## src/rtl/mem_req_master.sv

```systemverilog
// mem_req_master: initiator side of the memory-system interface.
// Buffers word read/write requests in a small FIFO, runs one memory access at a
// time (strobe, wait for Done or timeout) and returns data/hit/error on a
// valid/ready response port. Also keeps saturating access and hit counters.
//
// Ports:
//   clk, rst_n                      clock (rising edge), async active-low reset
//   req_valid/req_ready             request handshake; req_wr/req_addr/req_wdata
//   rsp_valid/rsp_ready             response handshake; rsp_rdata/rsp_hit/rsp_err
//   mem_Addr/mem_DataIn/mem_Rd/mem_Wr         to memory (all registered)
//   mem_DataOut/mem_Done/mem_Stall/mem_CacheHit  from memory
//   req_count/hit_count             completed accesses / accesses that hit
module mem_req_master #(
  parameter int unsigned DEPTH   = 2,
  parameter int unsigned TIMEOUT = 255,
  parameter int unsigned CW      = 16
) (
  input  logic          clk,
  input  logic          rst_n,
  input  logic          req_valid,
  output logic          req_ready,
  input  logic          req_wr,
  input  logic [31:0]   req_addr,
  input  logic [31:0]   req_wdata,
  output logic          rsp_valid,
  input  logic          rsp_ready,
  output logic [31:0]   rsp_rdata,
  output logic          rsp_hit,
  output logic          rsp_err,
  output logic [31:0]   mem_Addr,
  output logic [31:0]   mem_DataIn,
  output logic          mem_Rd,
  output logic          mem_Wr,
  input  logic [31:0]   mem_DataOut,
  input  logic          mem_Done,
  input  logic          mem_Stall,
  input  logic          mem_CacheHit,
  output logic [CW-1:0] req_count,
  output logic [CW-1:0] hit_count
);

  localparam int unsigned PW = (DEPTH > 1) ? $clog2(DEPTH) : 1;
  localparam int unsigned TW = $clog2(TIMEOUT + 1);

  typedef enum logic [1:0] {StIdle, StIssue, StWait, StResp} state_e;

  // Request FIFO: {wr, addr, wdata}
  logic [64:0]   q_mem [DEPTH];
  logic [PW-1:0] q_wptr_q, q_rptr_q;
  logic [PW:0]   q_cnt_q;
  logic          q_empty, q_full, q_push, q_pop;
  logic          head_wr;
  logic [31:0]   head_addr, head_wdata;

  assign q_empty   = (q_cnt_q == '0);
  assign q_full    = (q_cnt_q == (PW + 1)'(DEPTH));
  assign req_ready = !q_full;
  assign q_push    = req_valid && req_ready;
  assign q_pop     = rsp_valid && rsp_ready;
  assign {head_wr, head_addr, head_wdata} = q_mem[q_rptr_q];

  always_ff @(posedge clk) begin
    if (q_push) q_mem[q_wptr_q] <= {req_wr, req_addr, req_wdata};
  end

  always_ff @(posedge clk or negedge rst_n) begin
    if (!rst_n) begin
      q_wptr_q <= '0;
      q_rptr_q <= '0;
      q_cnt_q  <= '0;
    end else begin
      if (q_push) q_wptr_q <= q_wptr_q + PW'(1);
      if (q_pop)  q_rptr_q <= q_rptr_q + PW'(1);
      case ({q_push, q_pop})
        2'b10:   q_cnt_q <= q_cnt_q + (PW + 1)'(1);
        2'b01:   q_cnt_q <= q_cnt_q - (PW + 1)'(1);
        default: q_cnt_q <= q_cnt_q;
      endcase
    end
  end

  // Access FSM
  state_e        state_q, state_d;
  logic          rd_q, rd_d, wr_q, wr_d;
  logic [31:0]   addr_q, addr_d, wdata_q, wdata_d;
  logic [31:0]   rdata_q, rdata_d;
  logic          hit_q, hit_d, err_q, err_d;
  logic [TW-1:0] tmo_q, tmo_d;
  logic [CW-1:0] req_cnt_q, req_cnt_d, hit_cnt_q, hit_cnt_d;
  logic          capture;

  always_comb begin
    state_d   = state_q;
    rd_d      = 1'b0;
    wr_d      = 1'b0;
    addr_d    = addr_q;
    wdata_d   = wdata_q;
    rdata_d   = rdata_q;
    hit_d     = hit_q;
    err_d     = err_q;
    tmo_d     = tmo_q;
    req_cnt_d = req_cnt_q;
    hit_cnt_d = hit_cnt_q;
    capture   = 1'b0;

    unique case (state_q)
      StIdle: begin
        if (!q_empty) begin
          if (head_addr[1:0] != 2'b00) begin
            state_d = StResp;
            err_d   = 1'b1;
            rdata_d = '0;
            hit_d   = 1'b0;
          end else begin
            addr_d  = head_addr;
            wdata_d = head_wdata;
            state_d = StIssue;
          end
        end
      end
      StIssue: begin
        // Strobe is a flop: it goes high the cycle after Stall is seen low and
        // that strobe cycle is where a zero-latency Done is sampled.
        if (rd_q || wr_q) begin
          if (mem_Done) begin
            capture = 1'b1;
          end else begin
            state_d = StWait;
            tmo_d   = '0;
          end
        end else if (!mem_Stall) begin
          rd_d = !head_wr;
          wr_d = head_wr;
        end
      end
      StWait: begin
        if (mem_Done) begin
          capture = 1'b1;
        end else begin
          tmo_d = tmo_q + TW'(1);
          if (tmo_d == TW'(TIMEOUT)) begin
            state_d = StResp;
            err_d   = 1'b1;
            rdata_d = '0;
            hit_d   = 1'b0;
          end
        end
      end
      StResp: begin
        if (rsp_ready) state_d = StIdle;
      end
      default: state_d = StIdle;
    endcase

    if (capture) begin
      state_d = StResp;
      rdata_d = head_wr ? 32'h0 : mem_DataOut;
      hit_d   = mem_CacheHit;
      err_d   = 1'b0;
      if (req_cnt_q != '1) req_cnt_d = req_cnt_q + CW'(1);
      if (mem_CacheHit && (hit_cnt_q != '1)) hit_cnt_d = hit_cnt_q + CW'(1);
    end
  end

  always_ff @(posedge clk or negedge rst_n) begin
    if (!rst_n) begin
      state_q   <= StIdle;
      rd_q      <= 1'b0;
      wr_q      <= 1'b0;
      addr_q    <= '0;
      wdata_q   <= '0;
      rdata_q   <= '0;
      hit_q     <= 1'b0;
      err_q     <= 1'b0;
      tmo_q     <= '0;
      req_cnt_q <= '0;
      hit_cnt_q <= '0;
    end else begin
      state_q   <= state_d;
      rd_q      <= rd_d;
      wr_q      <= wr_d;
      addr_q    <= addr_d;
      wdata_q   <= wdata_d;
      rdata_q   <= rdata_d;
      hit_q     <= hit_d;
      err_q     <= err_d;
      tmo_q     <= tmo_d;
      req_cnt_q <= req_cnt_d;
      hit_cnt_q <= hit_cnt_d;
    end
  end

  assign rsp_valid  = (state_q == StResp);
  assign rsp_rdata  = rdata_q;
  assign rsp_hit    = hit_q;
  assign rsp_err    = err_q;
  assign mem_Addr   = addr_q;
  assign mem_DataIn = wdata_q;
  assign mem_Rd     = rd_q;
  assign mem_Wr     = wr_q;
  assign req_count  = req_cnt_q;
  assign hit_count  = hit_cnt_q;

endmodule
```

## config.mk

```make
export PLATFORM = sky130hd
export DESIGN_NAME = mem_req_master
export DESIGN_NICKNAME = d
export VERILOG_FILES = /design/src/rtl/mem_req_master.sv
export SDC_FILE = /design/constraint.sdc
export NUM_CORES = 1
export LEC_CHECK = 0
export ABC_AREA = 1
export CAP_MARGIN = 10
export CELL_PAD_IN_SITES_DETAIL_PLACEMENT = 0
export CELL_PAD_IN_SITES_GLOBAL_PLACEMENT = 1
export CORE_ASPECT_RATIO = 1.4
export CORE_MARGIN = 3
export CORE_UTILIZATION = 40
export CTS_CLUSTER_SIZE = 40
export DETAILED_ROUTE_END_ITERATION = 8
export GPL_ROUTABILITY_DRIVEN = 0
export HOLD_SLACK_MARGIN = 0.06
export PLACE_DENSITY_LB_ADDON = 0.1
export SLEW_MARGIN = 15
export SYNTH_ARGS = -nofsm -noshare
export SYNTH_HDL_FRONTEND = slang
export SYNTH_SLANG_ARGS = --single-unit
```

## constraint.sdc

```tcl
create_clock -name clk -period 10.95 [get_ports clk]
set_input_delay 3.285 -clock clk [delete_from_list [all_inputs] [get_ports clk]]
set_output_delay 3.285 -clock clk [all_outputs]
set_load 0.02 [all_outputs]
```

==> results of run 1 <==
[worst max-delay path: cells and delay by family (launching register included)]
kind / cells / cell delay [ps]
buf+inv: 1 / 660
flops: 1 / 390
fa+ha+maj: 1 / 250
[per-layer routing]
layer / GRT usage / part of all wire / up-vias
met4: 0.03766 / 0.016 / 2
met3: 0.04194 / 0.070 / 34
met2: 0.2995 / 0.50 / 203
met1: 0.2007 / 0.41 / 3511
li1: - / - / 3683
met5: 0 / 0.00053 / -
[through the flow]
step	worst slack [ps]	total power [mW]
after floorplan	4335	2.377
after global placement	5733	2.928
after detailed placement	5725	2.943
after CTS	5772	3.920
after global routing	5740	4.105
final	5831	3.849
[worst min path at each step]
| stage | from | endpoint | slack, ps | cells after the start |
|---|---|---|---|---|
| floorplan | q_cnt_q[1]$_DFFE_PN0P_ | q_cnt_q[1]$_DFFE_PN0P_ | 470 | 1 |
| global placement | mem_Addr[1]$_DFFE_PN0P_ | mem_Addr[1]$_DFFE_PN0P_ | 450 | 2 |
| detailed placement | rsp_rdata[26]$_DFFE_PN0P_ | rsp_rdata[26]$_DFFE_PN0P_ | 460 | 2 |
| CTS | rsp_rdata[2]$_DFFE_PN0P_ | rsp_rdata[2]$_DFFE_PN0P_ | 470 | 2 |
| global route | rsp_rdata[9]$_DFFE_PN0P_ | rsp_rdata[9]$_DFFE_PN0P_ | 490 | 2 |
| finish | rsp_rdata[2]$_DFFE_PN0P_ | rsp_rdata[2]$_DFFE_PN0P_ | 470 | 2 |
[cell usage in the layout (no fill, tap or decap), drive strengths merged]
| master | netlist | layout |
|---|---|---|
| nand2 | 262 | 262 |
| clkdlybuf4s50 | 0 | 236 |
| dfrtp | 146 | 146 |
| o21ai | 142 | 142 |
| edfxtp | 130 | 130 |
| or2 | 63 | 63 |
| inv | 47 | 48 |
| nor2 | 47 | 47 |
| clkbuf | 16 | 40 |
| nand3 | 21 | 21 |
| xor2 | 19 | 19 |
| nor3 | 16 | 16 |
| ha | 10 | 10 |
| clkinv | 0 | 8 |
| xnor2 | 7 | 7 |
| buf | 19 | 6 |
| nand4 | 5 | 5 |
| o22ai | 4 | 4 |
| and2 | 2 | 2 |
| a21oi | 2 | 2 |
| bufinv | 0 | 2 |
| o31ai | 1 | 1 |
| a21boi | 1 | 1 |
| o21a | 1 | 1 |
| nand3b | 1 | 1 |
| o2111ai | 1 | 1 |
| clkinvlp | 0 | 1 |
[flip-flops by register name, indices dropped and copies added, names as in the netlist, 2 cells and up]
signal,flops
state_q,2
hit_count,16
q_cnt_q,2
mem_Addr,32
tmo_q,8
rsp_rdata,32
q_mem,130
req_count,16
mem_DataIn,32
[power by group through the flow]
| stage | registers (mW) | clock network, mW | logic [mW] |
|---|---|---|---|
| 2_1_floorplan | 1.77 | 0 | 0.607 |
| 3_3_place_gp | 1.59 | 0 | 1.34 |
| 3_5_place_dp | 1.59 | 0 | 1.35 |
| 4_1_cts | 1.58 | 0.990 | 1.35 |
| 5_1_grt | 1.61 | 1.03 | 1.47 |
| 6_report | 1.57 | 0.958 | 1.32 |
[layout make-up]
type                       count  area (um2)  share of cell area
inverter                      47       178.9             0.01229
clock inverter                12       122.6            0.008420
clock buffer                  40       817.0             0.05610
sequential                   276        7559              0.5190
multi-input combinational    605        3018              0.2072
timing repair buffer         242        2411              0.1656
tap                          365       456.7             0.03136
[kinds of logic after synthesis]
logic type      after synthesis  share of synthesized area
compound gates              152                    0.07329
xor+xnor                     26                    0.02074
fa+ha+maj                    10                    0.01140
buf+inv                      82                    0.03807
flops                       276                     0.6884
simple gates                417                     0.1681
==> results.cfg, run 1 <==
[run_status]
status = complete, no violations

[worst_setup_path]
end_kind = output pin
crit_path_start_kind = flop
cp_data_arrival_time_ps = 1830
timing.rr.start = q_rptr_q$_DFFE_PN0P_
slowest_delay_ps = 660
r2r-end = mem_Addr[9]$_DFFE_PN0P_
crit_required_ps = 7670
worstPathCellList = ha_1 -> clkdlybuf4s50_1
r2r_cells = 9
crit_type = reg -> out
crit_fanout = 4
rrSetupSlack_ps = 7550
crit_end = rsp_valid
cpMaxStageDelayCell = clkdlybuf4s50_1
crit_path_start = state_q[0]$_DFFE_PN0P_

[global_routing]
antenna_found_initial = 1
overflow = 0
grtUsageTotal = 0.1660
first_global_vias = 7683
grt_max_degree = 81
grt_first_pass_wirelength_mm = 40.06

[routing]
viasPerCell = 4.684
drtAntennaViolNets = 0
drtIter0Drc = 325
drt-pass1-iter-count = 4
wl_mm = 24.68
drc = 0
num_vias = 7433
wl_per_cell_um = 15.55

[placed_design]
port_buffers = 237
dpl.hpwl_mm = 15.89
dp.cells = 1535
placed_cell_area_mm2 = 0.01362

[cells_and_area]
n_fill_cell = 2418
drive_gt1_frac = 0.1146
post-route-util = 0.5410
synthToLayoutAreaGrowth_pct = 32.65
diodes = 0
final_cell_area_mm2 = 0.01456
nNetsFinal = 1314
fin_cells = 1587

[power]
clkPwrFrac = 0.249
p_int_mw = 2.528
p_leak_nw = 6.004
power_frac_seq = 0.408
power_frac_comb = 0.343
irDropWorstVdd_uv = 155.2
swShare = 0.3433
switchingPower_mw = 1.321
p_per_area_mw_per_mm2 = 264.3

[clock_tree]
cts_buffers = 28
clkTransAtPathRegs_ps = 60
ctsHtreeMaxLevel = 1
clock-sinks = 276
post_cts_buffers = 0
cts_tree = built
cts_resized = 0
clockRootBuffer = clkbuf_16
clk_path_buf_depth = 3
cts_hold_buf = 0
clkLatencyLatePin_ps = 540

[floorplanning]
row_count = 71
io_pins = 238
fp.dieW_um = 146.0
fp.coreArea_mm2 = 0.02692
dieArea_mm2 = 0.02950
start_util = 0.4078
die_h_um = 202.0

[yosys]
synth.distinct_cells = 34
syn_inst = 963
ys_ff_latch = 276
yosys_warnings = 0
synth_most_common_cell = nand2_1
synth_fp_nets = 1077
synth_top_area_frac = 0.3556
avgSynthCellArea_um2 = 11.40
async_flop_share = 0.5290
synthFlopType = dfrtp_1
synth_common_cells = nand2_1 (257), dfrtp_1 (146), edfxtp_1 (130)
synth_area_mm2 = 0.01098
ys_seq_area_frac = 0.6884
synth_area_leaders = edfxtp_1 (36%), dfrtp_1 (33%), nand2_1 (8.8%)
yosysTopAreaCell = edfxtp_1
synth_edf_count = 130

[timing]
finalSetupViolCount = 0
max_freq_ghz = 0.1954
layout_min_cycle_time_ps = 5119
rsz0062_at_grt = false
fin_worst_skew_ps = 10.45
final.setup.tns_ps = 0
tightest_slew_ps = 1022
holdWs_ps = 467.9
hold_viol = 0
slew_headroom = 0.3175
period_share = 0.4675
slew_violations = 0

[worst_hold_path]
hold_class = reg -> reg

[flow_run]
cap_violations = 0
Note: power is estimated with default switching activity, not from simulation.
==> run 2, diff against run 1 <==
==> constraint.sdc (replaced) <==
create_clock -name clk -period 5.3 [get_ports clk]
set_input_delay 1.59 -clock clk [delete_from_list [all_inputs] [get_ports clk]]
set_output_delay 1.59 -clock clk [all_outputs]
set_load 0.02 [all_outputs]
==> run 2 against run 1 <==
Net effect: sequential share of layout area rose by 0.14 points; clock power rose by 96%; final area fell by 0.27%; clock skew rose by 3.4 ps; global-route usage fell by 0.093 points; final cell count barely moved; critical path type unchanged; worst setup slack got worse by 4000 ps; sequential power rose by 110%; clock-buffer cell count rose by 1; critical endpoint unchanged; power rose by 100%.
==> results.cfg, run 2 (synthesis gave the netlist of run 1 again) <==
[routing]
num_vias = 7390
drtAntennaViolNets = 0
viasPerCell = 4.654
wl_per_cell_um = 15.58
drtIter0Drc = 312
drt-pass1-iter-count = 4
wl_mm = 24.74
drc = 0

[global_routing]
grtUsageTotal = 0.1650
grtUsageMet3 = 0.04687
met1_usage = 0.2037
grt_max_degree = 75
first_global_vias = 7606
busiest_layer = met2
met2_usage = 0.2881
overflow = 0
antenna_found_initial = 3
grt_first_pass_wirelength_mm = 39.93

[timing]
max_freq_ghz = 0.2917
layout_min_cycle_time_ps = 3428
slew_violations = 0
fin_worst_skew_ps = 13.88
final.setup.tns_ps = 0
slew_headroom = 0.3233
tightest_slew_ps = 1015
finalSetupViolCount = 0
period_share = 0.6468
hold_viol = 0
rsz0062_at_grt = false

[clock_tree]
clockRootBuffer = clkbuf_16
cts_tree = built
clk_path_buf_depth = 3
ctsHtreeMaxLevel = 1
cts_resized = 0
post_cts_buffers = 0
cts_hold_buf = 0
clkTransAtPathRegs_ps = 60
clkLatencyLatePin_ps = 530
clock-sinks = 276
cts_buffers = 29

[power]
p_leak_nw = 5.976
p_int_mw = 5.134
clkPwrFrac = 0.239
p_total_mw = 7.856
irDropWorstVdd_uv = 344.0
swShare = 0.3465
p_per_area_mw_per_mm2 = 540.9
power_frac_seq = 0.413
power_frac_comb = 0.348
switchingPower_mw = 2.722

[placed_design]
dpl.hpwl_mm = 15.78
port_buffers = 237
dp.cells = 1535

[cells_and_area]
layout_commonest_cell = nand2_1
fin_cells = 1588
multiInputGateArea_mm2 = 0.003018
nNetsFinal = 1315
diodes = 0
seq_area_mm2 = 0.007559
synthToLayoutAreaGrowth_pct = 32.29
n_fill_cell = 2350
drive_gt1_frac = 0.1104
most-common-layout-cells = nand2_1 (257), clkdlybuf4s50_1 (236), dfrtp_1 (145)
top_register = q_mem
largest_reg_flops = 130

[floorplanning]
fp.dieW_um = 146.0
row_count = 71
start_util = 0.4078
fp.coreArea_mm2 = 0.02692
dieArea_mm2 = 0.02950
io_pins = 238
die_h_um = 202.0

[worst_setup_path]
end_kind = output pin
crit_type = reg -> out
crit_fanout = 4
crit_path_start_kind = flop
crit_required_ps = 3710
cp_data_arrival_time_ps = 1840

[run_status]
status = complete, no violations

[flow_run]
cap_violations = 0

[worst_hold_path]
hold_class = reg -> reg
run 2: cell types whose count changed in the layout (fill, tap and decap cells not counted):
cell        before  now
buf_12           0    1
buf_4            5    4
bufinv_16        2    0
clkbuf_8         5    6
clkinv_1         1    7
clkinv_2         5    3
clkinv_4         2    0
clkinvlp_4       1    2
inv_6            1    0
run 2: path summary, 6_finish.rpt:
path	start	end	slack [ps]	cells past startpoint
worst max-delay path	state_q[1]$_DFFE_PN0P_	rsp_valid	1870	2
worst min-delay path	rsp_rdata[28]$_DFFE_PN0P_	rsp_rdata[28]$_DFFE_PN0P_	460	2
worst max register to register	q_rptr_q$_DFFE_PN0P_	mem_Addr[22]$_DFFE_PN0P_	2440	7
worst min register to register	rsp_rdata[28]$_DFFE_PN0P_	rsp_rdata[28]$_DFFE_PN0P_	460	2
max in group asynchronous	rst_n	mem_Addr[11]$_DFFE_PN0P_	3320	2
min in group asynchronous	rst_n	req_count[13]$_DFFE_PN0P_	1080	1
run 2: routing by layer:
metal	part of all wire	up-vias
li1	-	3694
met1	0.42	3465
met2	0.49	194
met3	0.071	31
met4	0.015	6
met5	0.0017	-
run 2: critical path, stage by stage (launching register included):
cell and delay (ps):
dfrtp_1 400, ha_1 250, clkdlybuf4s50_1 660
run 2: power groups by stage:
stage / combinational, mW / sequential (mW) / clock [mW]
floorplan: 1.25 / 3.66 / 0
global placement: 2.77 / 3.28 / 0
detailed placement: 2.80 / 3.29 / 0
CTS: 2.80 / 3.25 / 1.94
global route: 3.03 / 3.32 / 2.03
finish: 2.73 / 3.25 / 1.88
run 2: layout make-up:
| cell class | count | share of cell area |
|---|---|---|
| clock buffers | 41 | 0.05721 |
| inverters | 47 | 0.01232 |
| clock inverters | 12 | 0.003877 |
| repair buffers | 242 | 0.1669 |
| flip-flops and latches | 276 | 0.5205 |
| well taps | 365 | 0.03145 |
| multi-input cells | 605 | 0.2078 |
run 2: through the flow:
| stage | hold slack, ps | instance area [um2] | setup slack, ps | util |
|---|---|---|---|---|
| 2_1_floorplan | 468.7 | 10980 | 379.5 | - |
| 3_3_place_gp | 449.7 | 13640 | 1782 | 0.5066 |
| 3_5_place_dp | 457.3 | 13640 | 1770 | 0.5066 |
| 4_1_cts | 472.4 | 14520 | 1820 | 0.5395 |
| 5_1_grt | 486.3 | 14520 | 1795 | 0.5395 |
| 6_report | 464.8 | 14520 | 1872 | 0.5395 |
==> run 3, diff against run 2 <==
==> constraint.sdc (replaced) <==
create_clock -name clk -period 3.32 [get_ports clk]
set_input_delay 0.996 -clock clk [delete_from_list [all_inputs] [get_ports clk]]
set_output_delay 0.996 -clock clk [all_outputs]
set_load 0.02 [all_outputs]
==> run 3 against run 2 <==
Net effect: register-to-register slack lost 1300 ps; clock power grew 60%; sequential power grew 60%; global-route usage grew 0.33 points; wire length grew 1.6%; critical path type unchanged; non-clock buffer count grew 4; critical path depth is the same; combinational power grew 62%; sequential share of layout area shrank 0.24 points; power grew 61%; clock skew shrank 5.0 ps; highest routed layer is now met4; final cell count grew 0.25%.
==> results.cfg, run 3 (synthesis gave the netlist of run 1 again) <==
[run_status]
status = complete, no violations

[global_routing]
grt_max_degree = 83
first_global_vias = 7609
overflow = 0
met2_usage = 0.2968
met1_usage = 0.2099
busiest_layer = met2
grt_first_pass_wirelength_mm = 40.44
grtUsageTotal = 0.1683
antenna_found_initial = 0
grtUsageMet3 = 0.03790

[worst_setup_path]
cp_data_arrival_time_ps = 1790
crit_path_start = state_q[0]$_DFFE_PN0P_
cpMaxStageDelayCell = clkdlybuf4s50_1
rrSetupSlack_ps = 1110
worstPathCellList = ha_1 -> clkdlybuf4s50_1
r2r-end = mem_Addr[10]$_DFFE_PN0P_
end_kind = output pin
cp_num_buf_inv = 1
path_delay_family = buffers and inverters
crit_type = reg -> out
crit_path_start_kind = flop
path_depth = 2
slowest_delay_ps = 640
crit_required_ps = 2320
r2r_cells = 9
crit_fanout = 4
timing.rr.start = q_rptr_q$_DFFE_PN0P_
crit_end = rsp_valid

[timing]
rsz0062_at_grt = false
slew_violations = 0
period_share = 0.8377
layout_min_cycle_time_ps = 2781
tightest_slew_ps = 688.1
hold_viol = 0
finalSetupViolCount = 0
max_freq_ghz = 0.3596
final.setup.tns_ps = 0
holdWs_ps = 393.9
slew_headroom = 0.5413
fin_worst_skew_ps = 8.864

[floorplanning]
io_pins = 238
fp.coreArea_mm2 = 0.02692
start_util = 0.4078
dieArea_mm2 = 0.02950
fp.dieW_um = 146.0
row_count = 71
die_h_um = 202.0

[clock_tree]
cts_resized = 0
cts_buffers = 28
post_cts_buffers = 0
cts_hold_buf = 0
ctsHtreeMaxLevel = 1
clockRootBuffer = clkbuf_16
clk_path_buf_depth = 3
clkLatencyLatePin_ps = 530
clock-sinks = 276
cts_tree = built
clkTransAtPathRegs_ps = 60

[placed_design]
port_buffers = 237
dp.cells = 1539
dpl.hpwl_mm = 16.30

[routing]
drc = 0
wl_per_cell_um = 15.79
drtIter0Drc = 379
wl_mm = 25.14
drt-pass1-iter-count = 5
num_vias = 7475
drtAntennaViolNets = 0
viasPerCell = 4.695

[cells_and_area]
largest_reg_flops = 130
drive_gt1_frac = 0.1134
nNetsFinal = 1318
layout_commonest_cell = nand2_1
most-common-layout-cells = nand2_1 (257), clkdlybuf4s50_1 (236), dfrtp_1 (145)
post-route-util = 0.5420
fin_cells = 1592
synthToLayoutAreaGrowth_pct = 32.89
top_register = q_mem

[power]
p_per_area_mw_per_mm2 = 865.4
p_leak_nw = 6.011
irDropWorstVdd_uv = 496.3

[worst_hold_path]
hold_class = in -> async

[flow_run]
cap_violations = 0
[run 3: metal layers]
metal | wire length (um) | share of wire
met5 | 0 | 0
met4 | 525 | 0.021
met3 | 1556 | 0.062
met2 | 12580 | 0.50
met1 | 10480 | 0.42
[run 3: worst register-to-register path, stage by stage, from the launching register on]
cell and delay, ps:
dfrtp_2 410, inv_2 420, nand2_1 140, o31ai_2 110, nand2_1 110, nor2_1 190, inv_4 210, buf_12 290
nand2_1 130, o21ai_0 90
[run 3: per-stage QoR]
stage | power, mW | cell area [um2] | worst slack [ps]
floorplan | 7.826 | 10980 | 79.33
global placement | 9.714 | 13700 | 501.6
detailed placement | 9.772 | 13700 | 480.0
CTS | 12.85 | 14590 | 483.8
global route | 13.43 | 14590 | 463.1
finish | 12.63 | 14590 | 538.8
[run 3: power by group]
group / internal [mW] / switching, mW / leakage (nW)
Combinational: 1.84 / 2.58 / 2.49
Clock: 1.75 / 1.27 / 0.432
Sequential: 4.65 / 0.533 / 3.09
[run 3: area by class of cell]
class,count,area [um2]
fillers,2364,12330
flip-flops and latches,276,7559
clock buffers,42,804.5
well taps,365,456.7
clock inverters,10,78.83
diodes,1,2.502
repair buffers,246,2491
inverters,47,178.9
multi-input cells,605,3018
[run 3: worst min path at each step]
stage	endpoint	cells past startpoint	start
finish	req_count[9]$_DFFE_PN0P_	1	rst_n
detailed placement	mem_Addr[0]$_DFFE_PN0P_	2	mem_Addr[0]$_DFFE_PN0P_
global placement	mem_Addr[0]$_DFFE_PN0P_	2	mem_Addr[0]$_DFFE_PN0P_
global route	req_count[9]$_DFFE_PN0P_	1	rst_n
floorplan	q_cnt_q[1]$_DFFE_PN0P_	1	q_cnt_q[1]$_DFFE_PN0P_
CTS	req_count[9]$_DFFE_PN0P_	1	rst_n
